### config.mk
export PLATFORM = sky130hd
export DESIGN_NAME = disp_7seg_mux
export DESIGN_NICKNAME = d
export VERILOG_FILES = /design/src/rtl/disp_7seg_mux.sv
export SDC_FILE = /design/constraint.sdc
export NUM_CORES = 1
export LEC_CHECK = 0
export ABC_AREA = 1
export CAP_MARGIN = 25
export CORE_UTILIZATION = 50
export DETAILED_ROUTE_END_ITERATION = 7
export GPL_ROUTABILITY_DRIVEN = 0
export GPL_TIMING_DRIVEN = 0
export HOLD_SLACK_MARGIN = 0.08
export PLACE_DENSITY_LB_ADDON = 0.08
export SLEW_MARGIN = 10
export SYNTH_ARGS = -nofsm -noshare
export SYNTH_HDL_FRONTEND = slang
export SYNTH_SLANG_ARGS = --single-unit
### constraint.sdc
create_clock -name clk -period 1.8 [get_ports clk]
set_input_delay 0.18 -clock clk [delete_from_list [all_inputs] [get_ports clk]]
set_output_delay 0.18 -clock clk [all_outputs]
set_load 0.005 [all_outputs]
### src/rtl/disp_7seg_mux.sv
// Time-multiplexed 4-digit 7-segment driver with a double-buffered BCD value and active-low outputs.
// Optional build macro: LEADING_ZERO_BLANK_EN blanks leading zero digits 3..1 of the active value.
module disp_7seg_mux #(
  parameter int DIGIT_CYCLES = 16250
) (
  input  logic        clk,
  input  logic        rst,
  input  logic [15:0] value_in,
  input  logic [3:0]  dp_in,
  input  logic        load,
  output logic        pending,
  output logic        frame_tick,
  output logic [3:0]  an,
  output logic [6:0]  seg,
  output logic        dp
);

  localparam int CW = (DIGIT_CYCLES > 2) ? $clog2(DIGIT_CYCLES) : 1;
  localparam logic [CW-1:0] CYC_LAST = CW'(DIGIT_CYCLES - 1);
  localparam logic [1:0]    IDX_LAST = 2'd3;

  logic [CW-1:0] cyc_q, cyc_d;
  logic [1:0]    idx_q, idx_d;
  logic [15:0]   active_q, active_d;
  logic [3:0]    active_dp_q, active_dp_d;
  logic [15:0]   shadow_q, shadow_d;
  logic [3:0]    shadow_dp_q, shadow_dp_d;
  logic          pending_q, pending_d;
  logic          tick_q, tick_d;
  logic [3:0]    an_q, an_d;
  logic [6:0]    seg_q, seg_d;
  logic          dp_q, dp_d;

  logic          digit_end;
  logic          commit;
  logic [3:0]    nibble;
  logic          blank;

  function automatic logic [6:0] seg_decode(input logic [3:0] n);
    logic [6:0] s;
    case (n)
      4'd0:    s = 7'b1000000;
      4'd1:    s = 7'b1111001;
      4'd2:    s = 7'b0100100;
      4'd3:    s = 7'b0110000;
      4'd4:    s = 7'b0011001;
      4'd5:    s = 7'b0010010;
      4'd6:    s = 7'b0000010;
      4'd7:    s = 7'b1111000;
      4'd8:    s = 7'b0000000;
      4'd9:    s = 7'b0010000;
      default: s = 7'b0111111;
    endcase
    return s;
  endfunction

  assign digit_end = (cyc_q == CYC_LAST);
  assign commit    = digit_end && (idx_q == IDX_LAST);
  assign nibble    = active_q[{idx_q, 2'b00} +: 4];

`ifdef LEADING_ZERO_BLANK_EN
  // A slot is blank only if it and every digit above it are zero; digit 0 always shows.
  always_comb begin
    blank = 1'b0;
    case (idx_q)
      2'd3:    blank = (active_q[15:12] == 4'h0);
      2'd2:    blank = (active_q[15:8]  == 8'h00);
      2'd1:    blank = (active_q[15:4]  == 12'h000);
      default: blank = 1'b0;
    endcase
  end
`else
  assign blank = 1'b0;
`endif

  // Load lands after the commit decision, so a load on the commit edge waits a frame.
  always_comb begin
    cyc_d       = digit_end ? '0 : cyc_q + CW'(1);
    idx_d       = digit_end ? idx_q + 2'd1 : idx_q;
    active_d    = active_q;
    active_dp_d = active_dp_q;
    shadow_d    = shadow_q;
    shadow_dp_d = shadow_dp_q;
    pending_d   = pending_q;
    if (commit && pending_q) begin
      active_d    = shadow_q;
      active_dp_d = shadow_dp_q;
      pending_d   = 1'b0;
    end
    if (load) begin
      shadow_d    = value_in;
      shadow_dp_d = dp_in;
      pending_d   = 1'b1;
    end
    tick_d = commit;
  end

  always_comb begin
    an_d  = ~(4'b0001 << idx_q);
    seg_d = seg_decode(nibble);
    dp_d  = ~active_dp_q[idx_q];
    if (blank) begin
      an_d  = 4'b1111;
      seg_d = 7'h7F;
      dp_d  = 1'b1;
    end
  end

  always_ff @(posedge clk or posedge rst) begin
    if (rst) begin
      cyc_q       <= '0;
      idx_q       <= 2'd0;
      active_q    <= 16'h0000;
      active_dp_q <= 4'b0000;
      shadow_q    <= 16'h0000;
      shadow_dp_q <= 4'b0000;
      pending_q   <= 1'b0;
      tick_q      <= 1'b0;
      an_q        <= 4'b1111;
      seg_q       <= 7'h7F;
      dp_q        <= 1'b1;
    end else begin
      cyc_q       <= cyc_d;
      idx_q       <= idx_d;
      active_q    <= active_d;
      active_dp_q <= active_dp_d;
      shadow_q    <= shadow_d;
      shadow_dp_q <= shadow_dp_d;
      pending_q   <= pending_d;
      tick_q      <= tick_d;
      an_q        <= an_d;
      seg_q       <= seg_d;
      dp_q        <= dp_d;
    end
  end

  assign pending    = pending_q;
  assign frame_tick = tick_q;
  assign an         = an_q;
  assign seg        = seg_q;
  assign dp         = dp_q;

endmodule

==> out/results.tsv <==
metric	value	unit
Setup CP Type	reg -> reg	
CP delay by family, top	simple AND/OR/NAND/NOR gates	
Power Density	833	nW/um^2
DR WL/cell	12.1	um
Layout Skew	0.00563	ns
global-route wire length before repair	11.2	mm
Die Wd	83.1	um
final hold vios	0	
share of cells above drive strength 1	11.6	%
routed vias	2550	
Die H	83.1	um
Post-Place Cells	500	
hold_buf cts	0	
status	finished, final reports clean	
Crit path arrival time	1.94	ns
vias in the first global route	2527	
fillers	556	
slowest stage delay, CP	0.49	ns
max cap viols	0	
Post-Syn Nets	420	
post-DP HPWL	4.33	mm
vias per inst	4.93	
ys flop type	dfrtp_1	
EDFF count, synth	0	
Antenna Nets Post-Route	0	
Max H-tree Level	3	
Port Buffers	36	
maximum fanout along the worst path	7	
Final Slew Violations	0	
die area	6900	um^2
DRT iter0 DRCs	100	
CTS tree	done	
class of the worst hold path	in -> async	
sequential fraction of the synthesis area	53.7	%
Leak	2.07	nW
fmax	601	MHz
area leader, netlist	dfrtp_1	
maximum vdd drop	534	uV
most frequent CP cell	nand2_1	
Setup crit start kind	register	
Unique masters post-synth	27	
Clock Tree Buf Depth	2	
total core area	6350	um^2
clock insertion delay at the later pin of the skew report	0.35	ns
initial core utilization	51.8	%
post-synth top area share	44.2	%
final WL	6.24	mm
Clock Sinks	70	
worst path cell trace	inv_1, nand3_1, nand2_1, inv_1, ha_1, nand3_1, nand2_1, nand2_1, nand2_1	
site row count	29	
cell area after layout	4050	um^2
worst slew margin relative to its limit	52.6	%
Gate Count Post-Synth	386	
Synth Warn #	0	
initial antenna violation count	0	
Final setup viols	0	
largest net degree at the start of global routing	39	
Synth Register Bits	70	
Crit-path slowest cell	dfrtp_2	
Top Ports	37	
total global-route track usage	20.2	%
total power	3.37	mW
Inserted Clock Buffers	9	
GR Overflow Total	0	
Remaining DRCs	0	
mapped cell area	3290	um^2
worst slew pin tran	0.710	ns
Post-DP Area	3770	um^2
final non-filler cell total	517	
dominant cells by area after synthesis	dfrtp_1 44%, nand2_1 19%, dfstp_2 9.6%	
Clock Root Buffer	clkbuf_8	
Reg clk slew, reported paths	0.08	ns
Ant. Diodes	0	
CP bufs+invs	2	
Async SR Flop Fraction	100	%
fin crit period	1.66	ns
Avg Cell Area, Syn	8.52	um^2
part of the cycle the worst path needs	92.4	%
drt pass-1 iters	4	
Final nets	469	
Area Overhead vs Synth	23.1	%
Critical Path End Type	register	
Crit path required time	2.08	ns
timing repair:
action                     in CTS  in global routing
setup endpoints to repair       3                  5
gates resized for setup         1                  3
setup buffers                   0                  2
path summary, 6_finish.rpt:
path | cells after the start | slack (ns) | from | to
worst max-delay path | 9 | 0.14 | idx_q[1] | seg[5]
worst min-delay path | 2 | 0.30 | rst | active_q[10]
worst max register to register | 9 | 0.14 | idx_q[1] | seg[5]
worst min register to register | 2 | 0.48 | active_q[2] | active_q[2]
max in group asynchronous | 3 | 0.83 | rst | dp
min in group clk | 3 | 0.36 | value_in[0] | shadow_q[0]
state kept, by name (all words and copies together), names as in the netlist:
name / flops
an: 4
idx_q: 2
dp: 1
frame_tick: 1
active_q: 16
shadow_dp_q: 4
active_dp_q: 4
pending: 1
shadow_q: 16
cyc_q: 14
seg: 7
kinds of logic after synthesis:
kind of cell,share of synthesized area (%)
buffers and inverters,5.94
AOI/OAI and AO/OA,2.28
and+or+nand+nor,31.9
adders and majority gates,4.19
muxes,0.838
DFF,53.7
xor gates and xnor gates,1.07
cells in the final DEF (no fill, tap or decap), types with 2 or more instances in the layout:
master	instances
o21ai_0	4
ha_1	11
nand2_1	162
nand4_1	23
o21bai_1	2
dfstp_2	12
nor2_1	29
clkdlybuf4s50_1	36
inv_6	2
a21oi_1	3
nand2_2	4
nor3_1	7
nand3_1	12
buf_4	2
buf_6	4
inv_1	26
dfrtp_1	56
clkbuf_8	10
xor2_1	4
clkbuf_1	8
o21ai_1	3
dfrtp_2	2
bufinv_16	3
power breakdown:
part / leakage, nW / internal (mW) / switching [mW]
Combinational: 1.06 / 0.0664 / 0.0703
Clock: 0.127 / 0.970 / 0.625
Sequential: 0.876 / 1.61 / 0.0235
cell usage after synthesis (2+ instances only):
cell	instances
nand2_1	162
dfrtp_1	58
nor2_1	29
inv_1	27
nand4_1	23
dfstp_2	12
nand3_1	12
ha_1	11
clkbuf_1	8
nor3_1	7
buf_6	4
nand2_2	4
o21ai_0	4
xor2_1	4
a21oi_1	3
buf_2	3
o21ai_1	3
mux2i_2	2
o21bai_1	2
layout make-up:
type | count | area [um^2] | share of cell area, %
clock inverters | 6 | 116 | 2.88
flip-flops and latches | 70 | 1770 | 43.7
well taps | 77 | 96.3 | 2.38
plain buffers | 14 | 87.6 | 2.17
clock buffers | 10 | 138 | 3.40
inverters | 28 | 109 | 2.69
repair buffers | 39 | 395 | 9.77
multi-input cells | 273 | 1330 | 33.0
routing by layer:
| metal | vias to the layer above | GRT usage [%] | wire length [um] |
|---|---|---|---|
| li1 | 1317 | - | - |
| met1 | 1166 | 25.7 | 2950 |
| met2 | 57 | 33.4 | 2930 |
| met3 | 10 | 3.98 | 236 |
| met4 | 0 | 9.40 | 122 |
| met5 | - | 0 | 0 |
per-stage QoR:
stage / TNS (ns) / utilization, % / worst slack, ns / hold WS, ns
after floorplan: 0 / - / 0.245 / 0.292
after global placement: 0 / 59.0 / 0.00115 / 0.455
after detailed placement: -0.0386 / 59.3 / -0.0285 / 0.461
after CTS: 0 / 63.5 / 0.0552 / 0.315
after global routing: -0.0185 / 63.7 / -0.00883 / 0.355
final: 0 / 63.7 / 0.136 / 0.296
Note: power is estimated with default switching activity, not from simulation.
